--- config.mk ---
export PLATFORM = sky130hd
export DESIGN_NAME = mov_pipe
export DESIGN_NICKNAME = d
export VERILOG_FILES = /design/src/rtl/mov_pkg.sv /design/src/rtl/mov_stage.sv /design/src/rtl/mov_pipe.sv
export SDC_FILE = /design/constraint.sdc
export NUM_CORES = 1
export LEC_CHECK = 0
export BUFFER_PORTS_ARGS = -buffer_cell sky130_fd_sc_hd__buf_2
export CAP_MARGIN = 20
export CORE_MARGIN = 1
export CORE_UTILIZATION = 53
export CTS_BUF_LIST = sky130_fd_sc_hd__clkbuf_2 sky130_fd_sc_hd__clkbuf_4 sky130_fd_sc_hd__clkbuf_8
export DETAILED_ROUTE_END_ITERATION = 6
export PLACE_DENSITY = 0.8
export SYNTH_ARGS = -nofsm -noshare
export SYNTH_HDL_FRONTEND = slang
export SYNTH_SLANG_ARGS = --single-unit
export TNS_END_PERCENT = 100
--- constraint.sdc ---
create_clock -name clk -period 1.55 [get_ports clk]
set_input_delay 0.31 -clock clk [delete_from_list [all_inputs] [get_ports clk]]
set_output_delay 0.31 -clock clk [all_outputs]
set_load 0.005 [all_outputs]
--- src/rtl/mov_pkg.sv ---
// Shared definitions for the register-move pipeline: move-mode encodings and op width.
package mov_pkg;

    localparam int unsigned MOV_OP_W = 2;

    typedef enum logic [MOV_OP_W-1:0] {
        MOV_OP_MOV = 2'b00,
        MOV_OP_MVN = 2'b01,
        MOV_OP_CLR = 2'b10,
        MOV_OP_SET = 2'b11
    } mov_op_e;

endpackage

--- src/rtl/mov_stage.sv ---
// One pipeline slot of mov_pipe: valid bit plus data (and zero flag when MOV_ZERO_FLAG_EN
// is defined). Loads from the previous slot when adv is high, otherwise holds.
module mov_stage #(
    parameter int unsigned WIDTH = 8
) (
    input  logic             clk,
    input  logic             rst,
    input  logic             adv,
    input  logic             prev_valid,
    input  logic [WIDTH-1:0] prev_data,
`ifdef MOV_ZERO_FLAG_EN
    input  logic             prev_zero,
    output logic             zero,
`endif
    output logic             valid,
    output logic [WIDTH-1:0] data
);

    // Slot register: cleared by reset, loaded on advance, held otherwise.
    always_ff @(posedge clk or posedge rst) begin
        if (rst) begin
            valid <= 1'b0;
            data  <= '0;
`ifdef MOV_ZERO_FLAG_EN
            zero  <= 1'b0;
`endif
        end else if (adv) begin
            valid <= prev_valid;
            data  <= prev_data;
`ifdef MOV_ZERO_FLAG_EN
            zero  <= prev_zero;
`endif
        end
    end

endmodule

--- src/rtl/mov_pipe.sv ---
// WIDTH-bit register-move unit (MOV/MVN/CLR/SET) feeding a DEPTH-stage elastic pipeline with
// valid/ready on both sides. Empty stages collapse even while the output is stalled.
// Optional: define MOV_ZERO_FLAG_EN to add the out_zero flag travelling with each result.
module mov_pipe
    import mov_pkg::*;
#(
    parameter int unsigned WIDTH = 8,
    parameter int unsigned DEPTH = 2
) (
    input  logic                clk,
    input  logic                rst,
    input  logic                in_valid,
    output logic                in_ready,
    input  logic [WIDTH-1:0]    in_data,
    input  logic [MOV_OP_W-1:0] in_op,
`ifdef MOV_ZERO_FLAG_EN
    output logic                out_zero,
`endif
    output logic                out_valid,
    input  logic                out_ready,
    output logic [WIDTH-1:0]    out_data
);

    logic [WIDTH-1:0] mode_res;
    logic [DEPTH-1:0] adv;
    logic [DEPTH-1:0] v;
    logic [DEPTH-1:0] prev_valid;
    logic [WIDTH-1:0] d          [DEPTH];
    logic [WIDTH-1:0] prev_data  [DEPTH];
`ifdef MOV_ZERO_FLAG_EN
    logic [DEPTH-1:0] z;
    logic [DEPTH-1:0] prev_zero;
`endif

    // Mode function applied ahead of stage 0.
    always_comb begin
        mode_res = in_data;
        case (mov_op_e'(in_op))
            MOV_OP_MOV: mode_res = in_data;
            MOV_OP_MVN: mode_res = ~in_data;
            MOV_OP_CLR: mode_res = '0;
            MOV_OP_SET: mode_res = '1;
            default:    mode_res = in_data;
        endcase
    end

    // Ready ripples back from the output; any empty stage lets everything upstream move.
    always_comb begin
        adv = '0;
        adv[DEPTH-1] = out_ready | ~v[DEPTH-1];
        for (int i = int'(DEPTH) - 2; i >= 0; i--) begin
            adv[i] = adv[i+1] | ~v[i];
        end
    end

    assign in_ready = adv[0];

    for (genvar i = 0; i < DEPTH; i++) begin : g_stage
        if (i == 0) begin : g_head
            assign prev_valid[i] = in_valid & in_ready;
            assign prev_data[i]  = mode_res;
`ifdef MOV_ZERO_FLAG_EN
            assign prev_zero[i]  = (mode_res == '0);
`endif
        end else begin : g_body
            assign prev_valid[i] = v[i-1];
            assign prev_data[i]  = d[i-1];
`ifdef MOV_ZERO_FLAG_EN
            assign prev_zero[i]  = z[i-1];
`endif
        end

        mov_stage #(
            .WIDTH(WIDTH)
        ) u_stage (
            .clk       (clk),
            .rst       (rst),
            .adv       (adv[i]),
            .prev_valid(prev_valid[i]),
            .prev_data (prev_data[i]),
`ifdef MOV_ZERO_FLAG_EN
            .prev_zero (prev_zero[i]),
            .zero      (z[i]),
`endif
            .valid     (v[i]),
            .data      (d[i])
        );
    end

    assign out_valid = v[DEPTH-1];
    assign out_data  = d[DEPTH-1];
`ifdef MOV_ZERO_FLAG_EN
    assign out_zero  = z[DEPTH-1];
`endif

endmodule

Word-level counts from Yosys, hierarchy flattened --
Cells that the tools add are included. Widths: inputs -> output; s select.
Operators by class: eq/ne operators 3, muxes and demuxes 1, bitwise operators 6, reduce and logical (&&, ||, !) cells 1
Operators with widths (number):
- $pmux 8 s4 | 1
- $not 8->8 | 1
- $eq 2x2->1 const B | 2
- $eq 2x1->1 const B | 1
- $logic_not 2->1 | 1
- $not 1->1 | 2
- $or 1x1->1 | 2
- $and 1x1->1 | 1
Storage, ports and cells: register bits after elaboration 18, input bits 14, output and inout port bits 10, word-level logic and storage cells 15

Depth between registers and ports, before layout --
depth after elaboration 4, gate-level depth with buffers 4, gate-level depth less buffers 3

By module --
A second synthesis with hierarchy kept.
Unflattened totals: cells, all modules 60, area total of the unflattened synthesis 905.9 µm²
Modules (own cells, without submodules):
- mov_stage | instances 2, cells an instance 20, area an instance 375.4 µm², sequential area each 225.2 µm²
- mov_pipe | instances 1, cells an instance 20, area an instance 155.1 µm², sequential area each 0.0 µm²

Worst setup path before layout --
OpenSTA, ideal clock, no wires.
kind flip-flop to flip-flop, start register g_stage[1].u_stage.valid, end register g_stage[1].u_stage.data[0], library setup time 0.125 ns, data arrival time 0.992 ns, required time 1.425 ns, path slack 0.433 ns, stages on the path, launching flop included 4, clock period less this slack 1.117 ns, path through dfrtp_1 > nor2b_4 > buf_12 > mux2_4
Between the ends: longest elaborated chain between the ends 2
RTL lines:
- start: declaration | RTL line mov_stage.sv:15 | output logic valid,
- start signal: assignment | RTL line mov_stage.sv:28 | valid <= prev_valid;
- $not 1->1 | RTL line mov_pipe.sv:50 | adv[DEPTH-1] = out_ready | ~v[DEPTH-1];
- $or 1x1->1 | RTL line mov_pipe.sv:50
- end signal: assignment | RTL line mov_stage.sv:29 | data <= prev_data;
- end: declaration | RTL line mov_stage.sv:16 | output logic [WIDTH-1:0] data
Every way passes these cells. A chain may end at the register's enable or synchronous reset.

Final worst setup path --
start register g_stage[1].u_stage.valid, end output in_ready
Between the ends: longest elaborated chain between the ends 3
RTL lines:
- $not 1->1 | RTL line mov_pipe.sv:50
- $or 1x1->1 | RTL line mov_pipe.sv:50
- $or 1x1->1 | RTL line mov_pipe.sv:52 | adv[i] = adv[i+1] | ~v[i];
- end: declaration | RTL line mov_pipe.sv:13 | output logic in_ready,
Every way passes these cells.

==> results.cfg <==
[power_and_ir_drop]
sw_frac_of_total = 0.237
intPower_uw = 833
powerDensity_nw_per_um2 = 1100
ir_drop_uv = 536
p_switching_uw = 258
leakage_uw = 0.000470
pwr-share-comb = 0.214
seq_power_share = 0.540
pwr-share-clk = 0.246

[sta]
finalSetupTns_ns = 0
fin_crit_sh = 0.860
skew_ns = 0.00508
slew_headroom = 0.589
grt_setup_unrepaired = no
max_clock_freq_mhz = 750
setup_viol = 0
worst_pin_slew_ns = 0.616
hold_viol = 0
slew_violations = 0
period_minus_slack_ns = 1.33

[logic_synthesis]
syn_area_um2 = 907
syn_area_per_cell_um2 = 12.3
ys_seq_elements = 18
synth_top_area_share = 0.497
yosysTopAreaCell = dfrtp_1
synth_area_leaders = dfrtp_1, mux2_4, xnor2_1
yosysSeqAreaShare = 0.497
syn_nets = 88
netlist_instances = 74
yosys_warnings = 0
synth_cell_types = 15

[placement]
gp_congestion = 0.733
portBuffers = 23
postPlaceCellArea_um2 = 953

[grt]
use_met1 = 0.182
antenna_found_initial = 0
met3_usage = 0.0250
track_usage = 0.148
grt_max_degree = 19
grt_pass1_vias = 486
grtUsageMet2 = 0.233
grt_pass1_wl_um = 1950
grt_overflow = 0
grt_most_used_layer = met2

[floorplanning]
num_rows = 14
die_w_um = 43.4
io_pins = 24
core-area_um2 = 1560
start_util = 0.582
die_h_um = 43.4
dieArea_um2 = 1880

[worst_setup_path]
worstSetupEndpointType = output pin
timing.rr.start = g_stage[1].u_stage.valid
crit_arrival_ns = 1.02
cp-start-kind = flop
cp-startpoint = g_stage[1].u_stage.valid
path_class = flop to output pin
cp.required_ns = 1.24
crit_fanout = 10

[drt]
ant_nets = 0
via_count = 516
drcViolationCount = 2
wirelength_um = 1140
drt-pass1-iter-count = 6
viasPerCell = 4.82
drt-wirelength-per-cell_um = 10.7
drt_iter0_drc = 13

[clocking]
cts_root_buf = clkbuf_4
cts_buffer_depth = 2
path_clk_slew_ns = 0.09
cts-htree-levels = 1
post_cts_buffers = 0
clkSinkCount = 18
cts-resized-gates = 0
cts_tree = built
cts_buffers = 3
ctsHoldBuffers = 0
clk_latency_ns = 0.28

[run_status]
violations = design-rule violations
status = finished, violations left

[layout]
fillers = 119
n_antenna_cell = 0
area_growth_pct = 9.10
final_nets = 106
mostFrequentLayoutCell = buf_2
final_cell_mix = buf_2, dfrtp_1
fin_area_um2 = 990
drive_above_1_share = 0.429

[job]
drv_cap = 0

[hold_path]
hold_class = primary input to asynchronous set/reset pin
[area by class of cell]
| cell class | instances | area (µm²) | area share |
|---|---|---|---|
| clock buffers | 4 | 36.3 | 0.0367 |
| inverters | 1 | 3.75 | 0.00379 |
| multi-input cells | 44 | 357 | 0.360 |
| flip-flops and latches | 18 | 450 | 0.455 |
| well taps | 16 | 20.0 | 0.0202 |
| repair buffers | 24 | 123 | 0.124 |
[logic make-up after synthesis]
| kind of cell | Yosys count | synth area share |
|---|---|---|
| AND/OR/NAND/NOR | 20 | 0.139 |
| flip-flops | 18 | 0.497 |
| buffers and inverters | 12 | 0.110 |
| AO/OA/AOI/OAI | 8 | 0.0441 |
| XOR/XNOR | 8 | 0.0772 |
| multiplexers | 8 | 0.132 |
[routing by layer]
layer | up-vias | part of all wire
met5 | - | 0
met2 | 19 | 0.47
met4 | 0 | 0.019
li1 | 268 | -
met1 | 227 | 0.47
met3 | 2 | 0.041
[sequential cells by signal (all words and copies together) (netlist names)]
register               flops
g_stage.u_stage.data      16
g_stage.u_stage.valid      2
[through the flow]
step / hold slack (ns) / utilization / cells / setup slack (ns) / total power (µW)
detailed placement: 0.413 / 0.612 / 103 / 0.317 / 838
global route: 0.156 / 0.635 / 107 / 0.146 / 1160
floorplan: 0.249 / - / 74 / 0.433 / 818
finish: 0.0915 / 0.635 / 107 / 0.217 / 1090
CTS: 0.103 / 0.635 / 107 / 0.203 / 1100
global placement: 0.406 / 0.612 / 103 / 0.369 / 826
[synth_stat cells]
master	count
buf_4	8
buf_6	1
nor2b_1	8
or2_2	1
nor2b_4	1
mux2_4	8
nand2b_1	1
inv_1	1
xnor2_1	8
dfrtp_1	18
buf_12	1
buf_2	1
nand3b_4	1
nor2_1	8
a21oi_1	8
[power groups by stage]
stage | Combinational, µW | Clock (µW) | Sequential (µW)
6_report | 234 | 268 | 589
5_1_grt | 258 | 299 | 600
4_1_cts | 237 | 275 | 592
3_5_place_dp | 236 | 0 | 602
3_3_place_gp | 229 | 0 | 597
2_1_floorplan | 230 | 0 | 588
[worst max-delay path, stage by stage, from the launching register on]
cell and delay [ns]:
dfrtp_1 0.43, nand3b_4 0.16, buf_2 0.16
[worst paths after layout]
check                                              to  slack, ns  cells after the start
setup / recovery                             in_ready       0.22                      2
hold / removal             g_stage[1].u_stage.data[6]       0.09                      2
setup reg to reg           g_stage[1].u_stage.data[3]       0.31                      2
hold reg to reg            g_stage[1].u_stage.data[7]       0.51                      1
max in group asynchronous  g_stage[0].u_stage.data[0]       1.06                      2
min in group clk             g_stage[0].u_stage.valid       0.23                      2
Note: power is estimated with default switching activity, not from simulation.
